==> src/rtl/sram_ctrl_pkg.sv <==
// Shared definitions for the SRAM read/write controller slice.
package sram_ctrl_pkg;

  localparam int unsigned DEPTH      = 64;
  localparam int unsigned ADDR_W     = 6;
  localparam int unsigned DATA_W     = 24;
  localparam int unsigned RESP_DEPTH = 4;

  typedef enum logic {
    INIT = 1'b0,
    RUN  = 1'b1
  } ctrl_state_t;

  typedef struct packed {
    logic              en;
    logic              wmode;
    logic              wmask;
    logic [ADDR_W-1:0] addr;
    logic [DATA_W-1:0] wdata;
  } sram_cmd_t;

endpackage

==> src/rtl/sram_resp_fifo.sv <==
// Read-response buffer: small synchronous FIFO with full/empty flags.
// The caller guarantees no enqueue into a full FIFO without a dequeue,
// and no dequeue from an empty FIFO.
module sram_resp_fifo #(
  parameter int unsigned DEPTH  = sram_ctrl_pkg::RESP_DEPTH,
  parameter int unsigned DATA_W = sram_ctrl_pkg::DATA_W
) (
  input  logic              clock,
  input  logic              reset,
  input  logic              enq,
  input  logic [DATA_W-1:0] enq_data,
  input  logic              deq,
  output logic [DATA_W-1:0] deq_data,
  output logic              full,
  output logic              empty
);

  localparam int unsigned PTR_W = (DEPTH > 1) ? $clog2(DEPTH) : 1;
  localparam int unsigned CNT_W = $clog2(DEPTH + 1);

  logic [DATA_W-1:0] mem [DEPTH];
  logic [PTR_W-1:0]  wr_ptr;
  logic [PTR_W-1:0]  rd_ptr;
  logic [CNT_W-1:0]  count;

  function automatic logic [PTR_W-1:0] ptr_inc(input logic [PTR_W-1:0] p);
    return (p == PTR_W'(DEPTH - 1)) ? '0 : p + PTR_W'(1);
  endfunction

  assign deq_data = mem[rd_ptr];
  assign full     = (count == CNT_W'(DEPTH));
  assign empty    = (count == '0);

  // Storage, pointers and occupancy; simultaneous enq/deq keeps count
  always_ff @(posedge clock or posedge reset) begin
    if (reset) begin
      wr_ptr <= '0;
      rd_ptr <= '0;
      count  <= '0;
      for (int unsigned i = 0; i < DEPTH; i++) begin
        mem[i] <= '0;
      end
    end else begin
      if (enq) begin
        mem[wr_ptr] <= enq_data;
        wr_ptr      <= ptr_inc(wr_ptr);
      end
      if (deq) begin
        rd_ptr <= ptr_inc(rd_ptr);
      end
      case ({enq, deq})
        2'b10:   count <= count + CNT_W'(1);
        2'b01:   count <= count - CNT_W'(1);
        default: count <= count;
      endcase
    end
  end

endmodule

==> src/rtl/sram_rw_ctrl.sv <==
// Initiator-side controller for a 1-cycle-latency single-port SRAM:
// zero-sweeps the array after reset, then serialises client requests
// onto the RW port and buffers read data under response backpressure.
module sram_rw_ctrl #(
  parameter int unsigned DEPTH      = sram_ctrl_pkg::DEPTH,
  parameter int unsigned ADDR_W     = sram_ctrl_pkg::ADDR_W,
  parameter int unsigned DATA_W     = sram_ctrl_pkg::DATA_W,
  parameter int unsigned RESP_DEPTH = sram_ctrl_pkg::RESP_DEPTH
) (
  input  logic              clock,
  input  logic              reset,
  input  logic              req_valid,
  output logic              req_ready,
  input  logic              req_write,
  input  logic [ADDR_W-1:0] req_addr,
  input  logic [DATA_W-1:0] req_wdata,
  output logic              resp_valid,
  input  logic              resp_ready,
  output logic [DATA_W-1:0] resp_rdata,
  output logic              init_done,
  output logic [ADDR_W-1:0] sram_addr,
  output logic              sram_en,
  output logic              sram_wmode,
  output logic              sram_wmask,
  output logic [DATA_W-1:0] sram_wdata,
  input  logic [DATA_W-1:0] sram_rdata
);

  import sram_ctrl_pkg::*;

  localparam int unsigned OUT_W = $clog2(RESP_DEPTH + 1);

  ctrl_state_t      state;
  logic [ADDR_W-1:0] init_cnt;
  sram_cmd_t        cmd;
  logic [OUT_W-1:0] outstanding;
  logic             rd_capture;
  logic             accept;
  logic             read_accept;
  logic             resp_fire;
  logic             fifo_enq;
  logic             fifo_full;
  logic             fifo_empty;

  // Credits count reads from accept until their response handshake, so the
  // buffer can never be asked to hold more than RESP_DEPTH entries.
  assign req_ready   = (state == RUN) && (outstanding < OUT_W'(RESP_DEPTH));
  assign accept      = req_valid && req_ready;
  assign read_accept = accept && !req_write;
  assign resp_valid  = !fifo_empty;
  assign resp_fire   = resp_valid && resp_ready;
  assign fifo_enq    = rd_capture && (!fifo_full || resp_fire);

  assign sram_en    = cmd.en;
  assign sram_wmode = cmd.wmode;
  assign sram_wmask = cmd.wmask;
  assign sram_addr  = cmd.addr;
  assign sram_wdata = cmd.wdata;

  // Sweep/run FSM driving the registered SRAM command
  always_ff @(posedge clock or posedge reset) begin
    if (reset) begin
      state     <= INIT;
      init_cnt  <= '0;
      init_done <= 1'b0;
      cmd       <= '0;
    end else begin
      case (state)
        INIT: begin
          cmd <= '{en: 1'b1, wmode: 1'b1, wmask: 1'b1, addr: init_cnt, wdata: '0};
          if (init_cnt == ADDR_W'(DEPTH - 1)) begin
            state     <= RUN;
            init_done <= 1'b1;
          end else begin
            init_cnt <= init_cnt + ADDR_W'(1);
          end
        end
        RUN: begin
          if (accept) begin
            cmd <= '{en: 1'b1, wmode: req_write, wmask: 1'b1, addr: req_addr, wdata: req_wdata};
          end else begin
            cmd.en <= 1'b0;
          end
        end
      endcase
    end
  end

  // Outstanding-read credit counter
  always_ff @(posedge clock or posedge reset) begin
    if (reset) begin
      outstanding <= '0;
    end else begin
      case ({read_accept, resp_fire})
        2'b10:   outstanding <= outstanding + OUT_W'(1);
        2'b01:   outstanding <= outstanding - OUT_W'(1);
        default: outstanding <= outstanding;
      endcase
    end
  end

  // Marks the cycle in which the macro presents data for the read it just executed
  always_ff @(posedge clock or posedge reset) begin
    if (reset) begin
      rd_capture <= 1'b0;
    end else begin
      rd_capture <= cmd.en && !cmd.wmode;
    end
  end

  sram_resp_fifo #(
    .DEPTH  (RESP_DEPTH),
    .DATA_W (DATA_W)
  ) u_resp_fifo (
    .clock    (clock),
    .reset    (reset),
    .enq      (fifo_enq),
    .enq_data (sram_rdata),
    .deq      (resp_fire),
    .deq_data (resp_rdata),
    .full     (fifo_full),
    .empty    (fifo_empty)
  );

endmodule

==> config.mk <==
export PLATFORM = sky130hd
export DESIGN_NAME = sram_rw_ctrl
export DESIGN_NICKNAME = d
export VERILOG_FILES = /design/src/rtl/sram_ctrl_pkg.sv /design/src/rtl/sram_resp_fifo.sv /design/src/rtl/sram_rw_ctrl.sv
export SDC_FILE = /design/constraint.sdc
export NUM_CORES = 1
export LEC_CHECK = 0
export ABC_AREA = 0
export CORE_ASPECT_RATIO = 1.1
export CORE_MARGIN = 1
export CORE_UTILIZATION = 39
export CTS_CLUSTER_SIZE = 8
export DETAILED_ROUTE_END_ITERATION = 6
export HOLD_SLACK_MARGIN = 0.06
export PLACE_DENSITY = 0.67
export SLEW_MARGIN = 20
export SYNTH_ARGS = -nofsm -noshare
export SYNTH_HDL_FRONTEND = slang
export SYNTH_SLANG_ARGS = --single-unit
export TNS_END_PERCENT = 50
==> constraint.sdc <==
create_clock -name clock -period 4.37 [get_ports clock]
set_input_delay 0.437 -clock clock [delete_from_list [all_inputs] [get_ports clock]]
set_output_delay 0.437 -clock clock [all_outputs]
set_load 0.01 [all_outputs]
==> key figures <==
Global route
  – First-pass GRT wire length: 23,700 um
  – GR Overflow Total: 0
  – Total GRT Usage: 17.1%
  – Largest net degree at the start of global routing: 73
  – Initial antenna violation count: 0
  – Number of global-route vias before repair: 4,385

Drt
  – Post-Route WL: 14,300 um
  – Antenna Nets Post-Route: 0
  – Drt wl/cell: 17.5 um
  – Initial drt markers: 157
  – Via count: 4,023
  – Vias per cell: 4.93
  – DRC viols: 0
  – Drt pass-1 iters: 4

Clock network
  – Clk slew on worst S/H paths: 0.07 ns
  – Clk_lat worst skew: 0.42 ns
  – Root Driver: clkbuf_16
  – # H-tree levels: 4
  – Clk buf depth: 2
  – CTS Buf Count: 17
  – CTS tree: yes
  – Setup bufs post-CTS: 0
  – CTS Hold Bufs: 0
  – Resize count post-CTS: 0
  – CTS Sinks: 148

Placement
  – I/O Buffers: 118
  – Final HPWL DP: 9070 um
  – GPL Wtd Cong: 0.728

Worst setup path
  – CP Capture Type: output pin
  – Crit Path Class: reg2out
  – Worst path depth: 2
  – Top delay family on crit path: flip-flops
  – R2R cell count: 8
  – CP Max Fanout: 27
  – Worst setup SP type: flop
  – WP data required: 3.93 ns
  – Worst endpoint data arrival time: 2.53 ns
  – Worst path cell trace: mux4_2 -> clkdlybuf4s50_1
  – CP max-delay cell: dfrtp_2
  – CP bufs+invs: 1
  – Max stage delay on crit path: 0.98 ns

Timing
  – RSZ-0062 raised after global routing: no
  – Max-slew violations: 0
  – Clock skew: 0.0127 ns
  – Tightest Pin Transition: 0.933 ns
  – Worst hold margin: 0.458 ns
  – Peak Freq: 337 MHz
  – Crit path time final: 2.97 ns
  – Final setup violation count: 0
  – Final worst-path cycle share: 68.0%
  – Fin Setup TNS: 0 ns
  – Final hold violation count: 0
  – Slew HR: 37.8%

Finish
  – Final #Nets: 638
  – Share of layout cells above drive strength 1: 29.2%
  – Area delta synth->final: 27.9%
  – Inserted Diodes: 0

Power
  – Int Power: 2.38 mW
  – Power per cell area: 344 nW/um^2
  – Logic pwr share: 3.1%
  – Tot Pwr: 3.02 mW
  – Switch share: 21.2%
  – Clk network pwr share: 51.6%
  – Worst IR Drop VDD: 0.000260 V
  – Flop pwr share: 45.3%
  – Leakage: 4.27 nW
  – NetSw: 0.640 mW

Floorplan
  – Core Area: 17,100 sq um
  – Die ar.: 18,200 sq um
  – Initial core utilization: 40.1%
  – IO Pins: 119
  – # rows: 50
  – Die Y: 141 um
  – Die W: 129 um

Logic synthesis
  – Dominant synthesized flop cell: dfrtp_1
  – Synth top area share: 53.9%
  – Post-Syn Instances: 453
  – Commonest cells in the netlist: 148 x dfrtp_1, 80 x mux2_4, 52 x nand2_1, 25 x nand3_1, 24 x mux4_2
  – Ranking of synthesized cells by area: dfrtp_1 54%, mux2_4 17%, mux4_2 7.9%
  – Number of flops mapped to enable cells by yosys: 0
  – Synth warnings: 0
  – Netlist cell types: 37
  – Seq cells post-synth: 148
  – Count leader, synth: dfrtp_1
  – Post-synthesis instance area: 6870 sq um
  – Sequential fraction of the synthesis area: 53.9%
  – Post-synth ARST share: 100%
  – Syn avg cell area: 15.2 sq um
  – Net Count, Synth: 522
  – Area leader, netlist: dfrtp_1

Min path
  – Worst Hold Class: in2async

Flow run
  – Max_cap viols: 0

Status
  – Status: complete, no violations
-- logic make-up (layout without fill, tap and decap cells) --
group	Yosys count	in the layout	synth area share (%)
multiplexers	126	126	28.9
adder cells (fa/ha/maj)	10	10	2.04
XOR/XNOR	9	9	1.15
AND/OR/NAND/NOR	107	107	8.08
flip-flops	148	148	53.9
buffers and inverters	39	168	4.26
AO/OA/AOI/OAI	14	14	1.64
-- metrics by stage --
step / std cells / util (%) / cell area [sq um] / setup WS [ns]
2_1_floorplan: 453 / - / 6880 / 2.07
6_report: 816 / 51.3 / 8790 / 1.40
4_1_cts: 816 / 51.3 / 8790 / 1.29
3_3_place_gp: 784 / 47.6 / 8160 / 1.62
3_5_place_dp: 784 / 47.6 / 8160 / 1.53
5_1_grt: 816 / 51.3 / 8790 / 1.21
-- routing by layer --
layer	track usage, %	routed length [um]
met3	4.29	571
met1	22.4	6450
met4	6.44	256
met5	0	0
met2	27.2	6990
-- registers in the layout, indices dropped and copies added (netlist names) --
signal              flops
init_cnt                6
init_done               1
outstanding             3
rd_capture              1
sram_addr               6
sram_en                 1
sram_wdata             24
sram_wmask              1
sram_wmode              1
state                   1
u_resp_fifo.count       3
u_resp_fifo.mem        96
u_resp_fifo.rd_ptr      2
u_resp_fifo.wr_ptr      2
-- layout make-up --
cell class	count	area [sq um]
well taps	234	293
inverters	12	48.8
flip-flops and latches	148	3700
clock inverters	14	198
repair buffers	124	1240
clock buffers	18	429
multi-input cells	266	2880
fillers	1479	8350
-- path summary, 6_finish.rpt --
path                                              startpoint                                to  slack (ns)
max in group asynchronous                              reset   u_resp_fifo.mem[48]$_DFFE_PP0P_        2.87
min reg2reg                           sram_wmode$_DFFE_PP0P_              rd_capture$_DFF_PP0_        0.47
max reg2reg                 u_resp_fifo.count[1]$_DFFE_PP0P_  u_resp_fifo.count[2]$_DFFE_PP0P_        2.03
min in group clock                    sram_wmode$_DFFE_PP0P_              rd_capture$_DFF_PP0_        0.47
max                        u_resp_fifo.rd_ptr[0]$_DFFE_PP0P_                     resp_rdata[1]        1.40
min                                                    reset            sram_wmask$_DFFE_PP0P_        0.46
-- power groups by stage --
stage	clock [mW]	sequential, mW	combinational (mW)
3_3_place_gp	0	1.40	0.0936
6_report	1.56	1.37	0.0946
3_5_place_dp	0	1.40	0.0964
5_1_grt	1.64	1.37	0.104
2_1_floorplan	0	1.40	0.0226
4_1_cts	1.59	1.37	0.0971
-- worst register-to-register path, delay by kind of cell, from the launching register on --
family                   cells  cell delay (ns)
AND/OR/NAND/NOR              3             0.91
adder cells (fa/ha/maj)      2             0.57
flip-flops                   1             0.41
XOR/XNOR                     2             0.31
buffers and inverters        1             0.06
-- placed cells by master, fill, tap and decap left out, drive strengths merged, types with 2 or more instances in the layout --
cell / count
dfrtp: 148
nand3: 29
fa: 2
inv: 16
and2: 2
clkinv: 3
nand2b: 2
mux2: 101
clkinvlp: 3
xor2: 6
nand2: 52
xnor2: 3
mux4: 24
bufinv: 4
nor2b: 10
ha: 8
buf: 6
clkdlybuf4s50: 118
a31oi: 3
clkbuf: 18
a221o: 6
nor2: 5
No activity file was read; power rests on OpenSTA's default activity.
